## src/rtl/mem_stage_ctrl_if.sv

```systemverilog
// rtl/mem_stage_ctrl_if.sv - data-memory request/ready bus between the memory stage and its responder
interface mem_stage_ctrl_if #(
  parameter int WIDTH = 32
);
  logic             bus_req;
  logic             bus_we;
  logic [WIDTH-1:0] bus_addr;
  logic [WIDTH-1:0] bus_wdata;
  logic             bus_ready;
  logic [WIDTH-1:0] bus_rdata;
  logic             bus_err;

  // controller side: issues requests, sees completion
  modport master (
    output bus_req,
    output bus_we,
    output bus_addr,
    output bus_wdata,
    output bus_err,
    input  bus_ready,
    input  bus_rdata
  );

  // responder side: accepts requests, signals completion
  modport slave (
    input  bus_req,
    input  bus_we,
    input  bus_addr,
    input  bus_wdata,
    input  bus_err,
    output bus_ready,
    output bus_rdata
  );
endinterface

```

## src/rtl/mem_stage_ctrl.sv

```systemverilog
// rtl/mem_stage_ctrl.sv - memory-stage controller: load/store sequencing, stall, timeout watchdog, MEM/WB register
module mem_stage_ctrl #(
  parameter int WIDTH   = 32,
  parameter int TIMEOUT = 16
) (
  input  logic             clk,
  input  logic             reset,
  input  logic             PCSrcM,
  input  logic             RegWriteM,
  input  logic             MemWriteM,
  input  logic             MemtoRegM,
  input  logic [3:0]       WA3M,
  input  logic [WIDTH-1:0] ALUResultM,
  input  logic [WIDTH-1:0] WriteDataM,
  output logic             StallM,
  mem_stage_ctrl_if.master bus,
  output logic             PCSrcW,
  output logic             RegWriteW,
  output logic             MemtoRegW,
  output logic [3:0]       WA3W,
  output logic [WIDTH-1:0] ALUOutW,
  output logic [WIDTH-1:0] ReadDataW
);

  // Counter is one bit wider than needed to hold TIMEOUT-1 so it can never wrap.
  localparam int            CW       = $clog2(TIMEOUT) + 1;
  localparam logic [CW-1:0] LAST_CNT = CW'(TIMEOUT - 1);

  typedef enum logic {
    S_IDLE,
    S_BUSY
  } state_t;

  state_t           r_state;
  state_t           w_state_next;
  logic [CW-1:0]    r_wait_cnt;

  logic             r_bus_req;
  logic             r_bus_we;
  logic [WIDTH-1:0] r_bus_addr;
  logic [WIDTH-1:0] r_bus_wdata;
  logic             r_bus_err;

  logic             r_pcsrc_w;
  logic             r_regwrite_w;
  logic             r_memtoreg_w;
  logic [3:0]       r_wa3_w;
  logic [WIDTH-1:0] r_aluout_w;
  logic [WIDTH-1:0] r_readdata_w;

  logic             w_mem_op;
  logic             w_busy;
  logic             w_timeout;
  logic             w_done;
  logic             w_issue;
  logic             w_wb_load;

  assign w_mem_op  = MemWriteM | MemtoRegM;
  assign w_busy    = (r_state == S_BUSY);
  // bus_req is always high in BUSY, so ready is only ever looked at while a request is out
  assign w_timeout = w_busy && !bus.bus_ready && (r_wait_cnt == LAST_CNT);
  assign w_done    = w_busy && (bus.bus_ready || w_timeout);

  assign bus.bus_req   = r_bus_req;
  assign bus.bus_we    = r_bus_we;
  assign bus.bus_addr  = r_bus_addr;
  assign bus.bus_wdata = r_bus_wdata;
  assign bus.bus_err   = r_bus_err;

  assign PCSrcW    = r_pcsrc_w;
  assign RegWriteW = r_regwrite_w;
  assign MemtoRegW = r_memtoreg_w;
  assign WA3W      = r_wa3_w;
  assign ALUOutW   = r_aluout_w;
  assign ReadDataW = r_readdata_w;

  // state register
  always_ff @(posedge clk) begin
    if (reset) begin
      r_state <= S_IDLE;
    end else begin
      r_state <= w_state_next;
    end
  end

  // next state, stall and writeback-load decisions
  always_comb begin
    w_state_next = r_state;
    w_issue      = 1'b0;
    w_wb_load    = 1'b0;
    StallM       = 1'b0;
    case (r_state)
      S_IDLE: begin
        if (w_mem_op) begin
          StallM       = 1'b1;
          w_issue      = 1'b1;
          w_state_next = S_BUSY;
        end else begin
          w_wb_load    = 1'b1;
        end
      end
      S_BUSY: begin
        if (w_done) begin
          w_wb_load    = 1'b1;
          w_state_next = S_IDLE;
        end else begin
          StallM       = w_mem_op;
        end
      end
    endcase
  end

  // bus request launch/hold/drop, watchdog counter and timeout pulse
  always_ff @(posedge clk) begin
    if (reset) begin
      r_bus_req   <= 1'b0;
      r_bus_we    <= 1'b0;
      r_bus_addr  <= '0;
      r_bus_wdata <= '0;
      r_bus_err   <= 1'b0;
      r_wait_cnt  <= '0;
    end else begin
      r_bus_err <= w_timeout;
      if (w_issue) begin
        r_bus_req   <= 1'b1;
        r_bus_we    <= MemWriteM;
        r_bus_addr  <= ALUResultM;
        r_bus_wdata <= WriteDataM;
        r_wait_cnt  <= '0;
      end else if (w_done) begin
        r_bus_req   <= 1'b0;
      end else if (w_busy) begin
        r_wait_cnt  <= r_wait_cnt + 1'b1;
      end
    end
  end

  // MEM/WB register: take the M fields when the instruction leaves, otherwise insert a bubble
  always_ff @(posedge clk) begin
    if (reset) begin
      r_pcsrc_w    <= 1'b0;
      r_regwrite_w <= 1'b0;
      r_memtoreg_w <= 1'b0;
      r_wa3_w      <= '0;
      r_aluout_w   <= '0;
      r_readdata_w <= '0;
    end else if (w_wb_load) begin
      r_pcsrc_w    <= PCSrcM;
      r_regwrite_w <= RegWriteM;
      r_memtoreg_w <= MemtoRegM;
      r_wa3_w      <= WA3M;
      r_aluout_w   <= ALUResultM;
      // only a read that the responder actually answered returns data
      r_readdata_w <= (w_busy && bus.bus_ready && !r_bus_we) ? bus.bus_rdata : '0;
    end else begin
      r_pcsrc_w    <= 1'b0;
      r_regwrite_w <= 1'b0;
      r_memtoreg_w <= 1'b0;
    end
  end

endmodule

```

## src/flat_wrapper.sv

```systemverilog
// flat-port wrapper written by rule: the top's interface ports become plain ports
module mem_stage_ctrl_flat 
#(
  parameter int WIDTH   = 32,
  parameter int TIMEOUT = 16
)
  (clk, reset, PCSrcM, RegWriteM, MemWriteM, MemtoRegM, WA3M, ALUResultM, WriteDataM, StallM, PCSrcW, RegWriteW, MemtoRegW, WA3W, ALUOutW, ReadDataW, bus_bus_req, bus_bus_we, bus_bus_addr, bus_bus_wdata, bus_bus_err, bus_bus_ready, bus_bus_rdata);
  mem_stage_ctrl_if #(.WIDTH(WIDTH)) bus_i ();
  input  logic clk;
  input  logic reset;
  input  logic PCSrcM;
  input  logic RegWriteM;
  input  logic MemWriteM;
  input  logic MemtoRegM;
  input  logic [3:0] WA3M;
  input  logic [WIDTH-1:0] ALUResultM;
  input  logic [WIDTH-1:0] WriteDataM;
  output logic StallM;
  output logic PCSrcW;
  output logic RegWriteW;
  output logic MemtoRegW;
  output logic [3:0] WA3W;
  output logic [WIDTH-1:0] ALUOutW;
  output logic [WIDTH-1:0] ReadDataW;
  output wire logic [$bits(bus_i.bus_req)-1:0] bus_bus_req;
  output wire logic [$bits(bus_i.bus_we)-1:0] bus_bus_we;
  output wire logic [$bits(bus_i.bus_addr)-1:0] bus_bus_addr;
  output wire logic [$bits(bus_i.bus_wdata)-1:0] bus_bus_wdata;
  output wire logic [$bits(bus_i.bus_err)-1:0] bus_bus_err;
  input wire logic [$bits(bus_i.bus_ready)-1:0] bus_bus_ready;
  input wire logic [$bits(bus_i.bus_rdata)-1:0] bus_bus_rdata;
  assign bus_bus_req = bus_i.bus_req;
  assign bus_bus_we = bus_i.bus_we;
  assign bus_bus_addr = bus_i.bus_addr;
  assign bus_bus_wdata = bus_i.bus_wdata;
  assign bus_bus_err = bus_i.bus_err;
  assign bus_i.bus_ready = bus_bus_ready;
  assign bus_i.bus_rdata = bus_bus_rdata;
  mem_stage_ctrl #(.WIDTH(WIDTH), .TIMEOUT(TIMEOUT)) u_core (.clk(clk), .reset(reset), .PCSrcM(PCSrcM), .RegWriteM(RegWriteM), .MemWriteM(MemWriteM), .MemtoRegM(MemtoRegM), .WA3M(WA3M), .ALUResultM(ALUResultM), .WriteDataM(WriteDataM), .StallM(StallM), .bus(bus_i), .PCSrcW(PCSrcW), .RegWriteW(RegWriteW), .MemtoRegW(MemtoRegW), .WA3W(WA3W), .ALUOutW(ALUOutW), .ReadDataW(ReadDataW));
endmodule
```

## config.mk

```make
export PLATFORM = sky130hd
export DESIGN_NAME = mem_stage_ctrl_flat
export DESIGN_NICKNAME = d
export VERILOG_FILES = /design/src/rtl/mem_stage_ctrl_if.sv /design/src/rtl/mem_stage_ctrl.sv /design/src/flat_wrapper.sv
export SDC_FILE = /design/constraint.sdc
export NUM_CORES = 1
export LEC_CHECK = 0
export BUFFER_PORTS_ARGS = -buffer_cell sky130_fd_sc_hd__clkbuf_2
export CAP_MARGIN = 15
export CORE_MARGIN = 2
export CORE_UTILIZATION = 45
export DETAILED_ROUTE_END_ITERATION = 7
export HOLD_SLACK_MARGIN = 0.03
export PLACE_DENSITY = 0.79
export SLEW_MARGIN = 20
export SYNTH_ARGS = -nofsm -noshare
export SYNTH_HDL_FRONTEND = slang
export SYNTH_SLANG_ARGS = --single-unit
```

## constraint.sdc

```tcl
create_clock -name clk -period 4.2 [get_ports clk]
set_input_delay 0.42 -clock clk [delete_from_list [all_inputs] [get_ports clk]]
set_output_delay 0.42 -clock clk [all_outputs]
set_load 0.005 [all_outputs]
```

==> results of run 1 <==
cell type report:
class	instances	area [um^2]	share of cell area
Timing Repair Buffer	251	1319	0.1924
Clock buffer	19	421.7	0.06152
Inverter	2	7.507	0.001095
Tap cell	140	175.2	0.02556
Multi-Input combinational cell	366	1908	0.2784
Sequential cell	144	2883	0.4206
Clock inverter	13	140.1	0.02045
layer usage:
layer  up-vias  wire length [um]
met5         -                 0
met4         0               316
met3        26              1013
met2       210              6750
met1      2231              5390
li1       2373                 -
cell usage after synthesis, drive strengths merged:
master and number:
dfxtp 144, nor4bb 2, ha 2, a21oi 105
nand2b 1, mux2i 1, or3b 1, nor3b 1
nor2 4, nor4b 3, nand3 37, xnor2 1
a211oi 1, and3 1, inv 2, o21ai 39
buf 29, o21a 1, or3 2, nand2 130
clkbuf 22, o21ba 1, a22o 32, o21bai 1
critical path, stage by stage (launching register included):
cell and delay, ns:
dfxtp_1 0.33, ha_1 0.21, and3_1 0.19, ha_1 0.24, or3b_1 0.36, buf_4 0.28, a21oi_4 0.71, a22o_1 0.25
stage by stage:
stage | setup slack (ns) | total power, mW | utilization | instance area, um^2 | std cells
2_1_floorplan | 2.237 | 1.729 | - | 5004 | 563
6_report | 1.572 | 3.308 | 0.6323 | 6854 | 935
4_1_cts | 1.583 | 3.316 | 0.6279 | 6807 | 933
3_3_place_gp | 1.691 | 1.896 | 0.5761 | 6245 | 901
5_1_grt | 1.385 | 3.448 | 0.6323 | 6854 | 935
3_5_place_dp | 1.591 | 1.911 | 0.5761 | 6245 | 901
logic make-up (layout without fill, tap and decap cells):
family                   Yosys count  count (layout)  synth area share
AND/OR/NAND/NOR                  182             182            0.1560
flip-flops                       144             144            0.5761
adder cells (fa/ha/maj)            2               2          0.005000
XOR/XNOR                           1               1          0.001751
AO/OA/AOI/OAI                    180             180            0.2088
buffers and inverters             53             285           0.05026
multiplexers                       1               1          0.002001
power groups by stage:
stage	Sequential, mW	Combinational (mW)	Clock, mW
after detailed placement	1.53	0.381	0
final	1.50	0.389	1.42
after floorplan	1.53	0.198	0
after global routing	1.51	0.431	1.51
after global placement	1.53	0.370	0
after CTS	1.50	0.384	1.43
path summary, 6_finish.rpt:
| kind | cells after the start | endpoint | slack, ns | startpoint |
|---|---|---|---|---|
| max | 7 | u_core.ReadDataW[3] | 1.57 | u_core.r_wait_cnt[0] |
| min | 2 | u_core.ReadDataW[26] | 0.12 | bus_bus_rdata[26] |
| max reg2reg | 7 | u_core.ReadDataW[3] | 1.57 | u_core.r_wait_cnt[0] |
| min reg2reg | 2 | u_core.bus.bus_wdata[5] | 0.45 | u_core.bus.bus_wdata[5] |
sequential cells by signal (all words and copies together), names as in the netlist:
signal                flops
u_core.ALUOutW           32
u_core.bus.bus_req        1
u_core.bus.bus_wdata     32
u_core.r_wait_cnt         5
u_core.r_state            1
u_core.PCSrcW             1
u_core.bus.bus_addr      32
u_core.bus.bus_err        1
u_core.RegWriteW          1
u_core.WA3W               4
u_core.ReadDataW         32
u_core.MemtoRegW          1
u_core.bus.bus_we         1
==> results.tsv, run 1 <==
metric	value	unit
status	finished clean	
holdWs	0.1198	ns
rows	38	
cts.sinks	144	
synth_warnings	0	
ir_worst_vdd	0.2354	mV
grt_pass1_wl	20570	um
nNetsFinal	891	
worstPathRequired	4.65	ns
die_y	109.4	um
drive_gt1_frac	0.3597	
powerDensity	482.6	nW/um^2
rsz0062_at_grt	no	
design.portCount	246	
power_frac_seq	0.454	
tightest_slew	0.9837	ns
syn-num-nets	672	
postCtsHoldBufs	0	
drv_slew	0	
grtUsageMet1	0.2557	
gp_congestion	0.8112	
cp_max_fo	42	
hold_viol	0	
syn_area	5004	um^2
track_usage	0.2165	
n_antenna_cell	0	
initial_core_util	0.4616	
clockPowerShare	0.429	
fmax	0.3806	GHz
netSwitchingPower	0.8394	mW
cp.arrival	3.08	ns
portBuffers	245	
hpwl	9049	um
gr-max-usage-layer	met2	
grt_pass1_vias	4523	
viasPerCell	5.176	
synth.area.top_cells	dfxtp_1 58%, a21oi_1 10%, nand2_1 9.8%	
cts_resized	0	
antenna_found_initial	0	
clock_latency	0.52	ns
area.growth.synth_to_final	36.98	%
intPower	2.469	mW
synth-seq-cells	144	
syn-instance-count	563	
synth_cell_type_count	28	
cts_setup_buffers	0	
synth.top_cell.area_share	0.5761	
p_leak	3.168	nW
die_x	109.4	um
yosys.area.top_type	dfxtp_1	
mostFrequentLayoutCell	clkbuf_2	
layout_common_cells	244 x clkbuf_2, 144 x dfxtp_1, 130 x nand2_1	
avgSynthCellArea	8.887	um^2
p_comb_frac	0.118	
crit_type	flip-flop to flip-flop	
hp-class	input pin to flip-flop	
period_needed	2.628	ns
met3_usage	0.06224	
clk_pin_slew_worst_paths	0.06	ns
coreArea	10840	um^2
final_antenna_net_count	0	
grt_max_degree	110	
grt_overflow	0	
routed_wl	13470	um
dr_total_vias	4840	
cts_inserted_buffers	17	
finalCritPeriodShare	0.6256	
cts_buffer_depth	2	
ys_seq_area_frac	0.5761	
cts-root-buf	clkbuf_8	
setup_viol	0	
cts_tree	done	
start_kind	flip-flop	
drv_cap	0	
cts-htree-levels	4	
endpoint_kind	flip-flop	
drt_iter0_drc	363	
fillerInstances	928	
die_area	11980	um^2
maxSlewHeadroom	0.3424	
grtUsageMet2	0.3629	
route.detailed.drc	0	
fin_tns_setup	0	ns
worst_clock_skew	0.006289	ns
wl_per_cell	14.41	um
first_pass_iters	6	
p_sw_frac	0.2538	
(Power assumes the default switching activity.)
==> run 2: changes to the inputs <==
Clock period 4.2 ns to 2.74 ns, I/O delays scaled along.
==> results.tsv, run 2 (synthesis gave the netlist of run 1 again) <==
metric	value	unit	change
ir_worst_vdd	0.3802	mV	was 0.2354 mV
netSwitchingPower	1.342	mW	was 0.8394 mW
hold_viol	0		unchanged
highest_layer	met4		unchanged
grt_pass1_vias	5334		was 4523
cp.arrival	2.81	ns	was 3.08 ns
intPower	3.826	mW	was 2.469 mW
start_kind	flip-flop		unchanged
endpoint_kind	flip-flop		unchanged
mostFrequentLayoutCell	clkbuf_2		unchanged
drv_cap	0		unchanged
instances_no_fill	1040		was 935
cts_tree	done		unchanged
power_frac_seq	0.446		was 0.454
gp_congestion	0.8195		was 0.8112
worstPathRequired	3.20	ns	was 4.65 ns
status	finished clean		unchanged
wl_per_cell	15.78	um	was 14.41 um
design.portCount	246		unchanged
cts-htree-levels	4		unchanged
first_pass_iters	5		was 6
tightest_slew	0.7174	ns	was 0.9837 ns
critPathTopFamily	simple AND/OR/NAND/NOR gates		was compound AO/OA/AOI/OAI gates
final_antenna_net_count	0		unchanged
viasPerCell	5.250		was 5.176
initial_core_util	0.4616		unchanged
clockPowerShare	0.414		was 0.429
p_total	5.168	mW	was 3.308 mW
cts-root-buf	clkbuf_8		unchanged
fillerInstances	751		was 928
seq_area	2883	um^2	unchanged
cts_setup_buffers	0		unchanged
grt_pass1_wl	24970	um	was 20570 um
p_leak	3.590	nW	was 3.168 nW
wl_met1	6120	um	was 5390 um
maxSlewHeadroom	0.5217		was 0.3424
cp_max_fo	33		was 42
fmax	0.4248	GHz	was 0.3806 GHz
p_sw_frac	0.2596		was 0.2538
dr_total_vias	5460		was 4840
worst_clock_skew	0.01121	ns	was 0.006289 ns
hpwl	9465	um	was 9049 um
cts_inserted_buffers	17		unchanged
wl_met2	8654	um	was 6750 um
multi_input_comb_area	1908	um^2	unchanged
cp_common_cell	ha_1		unchanged
antenna_found_initial	0		unchanged
finalCritPeriodShare	0.8591		was 0.6256
fin_tns_setup	0	ns	unchanged
die_y	109.4	um	unchanged
n_antenna_cell	0		unchanged
drv_slew	0		unchanged
die_x	109.4	um	unchanged
grt_max_degree	72		was 110
grt_overflow	0		unchanged
cts.sinks	144		unchanged
routed_wl	16410	um	was 13470 um
dp_cells	906		was 901
crit_type	flip-flop to flip-flop		unchanged
area.growth.synth_to_final	56.81	%	was 36.98%
cp_cell_sequence	ha_1 -> and3_1 -> ha_1 -> or3b_1 -> a21oi_4 -> buf_4 -> a22o_1		was ha_1 -> and3_1 -> ha_1 -> or3b_1 -> buf_4 -> a21oi_4 -> a22o_1
clk_pin_slew_worst_paths	0.06	ns	about the same
powerDensity	658.7	nW/um^2	was 482.6 nW/um^2
route.detailed.drc	0		unchanged
drive_gt1_frac	0.3233		was 0.3597
nNetsFinal	996		was 891
track_usage	0.2675		was 0.2165
cts_buffer_depth	2		unchanged
drt_iter0_drc	438		was 363
period_needed	2.354	ns	was 2.628 ns
hp-class	input pin to flip-flop		unchanged
rows	38		unchanged
layout_common_cells	244 x clkbuf_2, 144 x dfxtp_1, 130 x nand2_1		unchanged
rsz0062_at_grt	no		unchanged
setup_viol	0		unchanged
cpPeakStageDelay	0.58	ns	was 0.71 ns
cp_num_buf_inv	1		unchanged
portBuffers	245		unchanged
p_comb_frac	0.140		was 0.118
slowest_stage	or3b_1		was a21oi_4
cts_resized	0		unchanged
die_area	11980	um^2	unchanged
wl_met3	1079	um	was 1013 um
coreArea	10840	um^2	unchanged
clock_latency	0.52	ns	about the same
run 2: repair_timing:
| action | CTS | global route |
|---|---|---|
| endpoints found under the setup margin | 0 | 0 |
| hold buffers | 102 | 0 |
| hold endpoints to repair | 133 | 0 |
run 2: power by group through the flow:
stage / clock (mW) / combinational, mW / sequential (mW)
final: 2.14 / 0.725 / 2.31
after global routing: 2.26 / 0.792 / 2.32
after CTS: 2.17 / 0.709 / 2.30
after detailed placement: 0 / 0.593 / 2.34
after global placement: 0 / 0.573 / 2.34
after floorplan: 0 / 0.303 / 2.35
run 2: path summary, 6_finish.rpt:
| check | start | to | slack, ns | depth (start not counted) |
|---|---|---|---|---|
| worst max-delay path | u_core.r_wait_cnt[0] | u_core.ReadDataW[8] | 0.39 | 7 |
| worst min-delay path | bus_bus_ready | u_core.bus.bus_err | 0.05 | 2 |
| worst max register to register | u_core.r_wait_cnt[0] | u_core.ReadDataW[8] | 0.39 | 7 |
| worst min register to register | u_core.bus.bus_wdata[19] | u_core.bus.bus_wdata[19] | 0.45 | 2 |
run 2: worst reg2reg max path, cell delays in order, from the launching register on:
cell	delay, ns
dfxtp_1	0.33
ha_1	0.21
and3_1	0.18
ha_1	0.24
or3b_1	0.58
a21oi_4	0.21
buf_4	0.33
a22o_1	0.21
run 2: cell type report:
class | instances | area share
well taps | 140 | 0.02232
clock buffers | 19 | 0.05629
repair buffers | 356 | 0.2953
flip-flops and latches | 144 | 0.3674
multi-input cells | 366 | 0.2432
clock inverters | 13 | 0.01451
inverters | 2 | 0.0009568
run 2: per-stage QoR:
step / hold WS [ns] / utilization / area [um^2] / setup slack (ns)
after floorplan: 0.3497 / - / 5004 / 0.7769
after global placement: 0.4405 / 0.5784 / 6270 / 0.5097
after detailed placement: 0.4460 / 0.5784 / 6270 / 0.4209
after CTS: 0.03160 / 0.7238 / 7846 / 0.4028
after global routing: 0.04718 / 0.7238 / 7846 / 0.2439
final: 0.05359 / 0.7238 / 7846 / 0.3861
run 2: per-layer routing:
layer,GRT usage,vias up
met2,0.4916,271
met1,0.2824,2561
li1,-,2575
met4,0.1302,0
met5,0,-
met3,0.06817,53
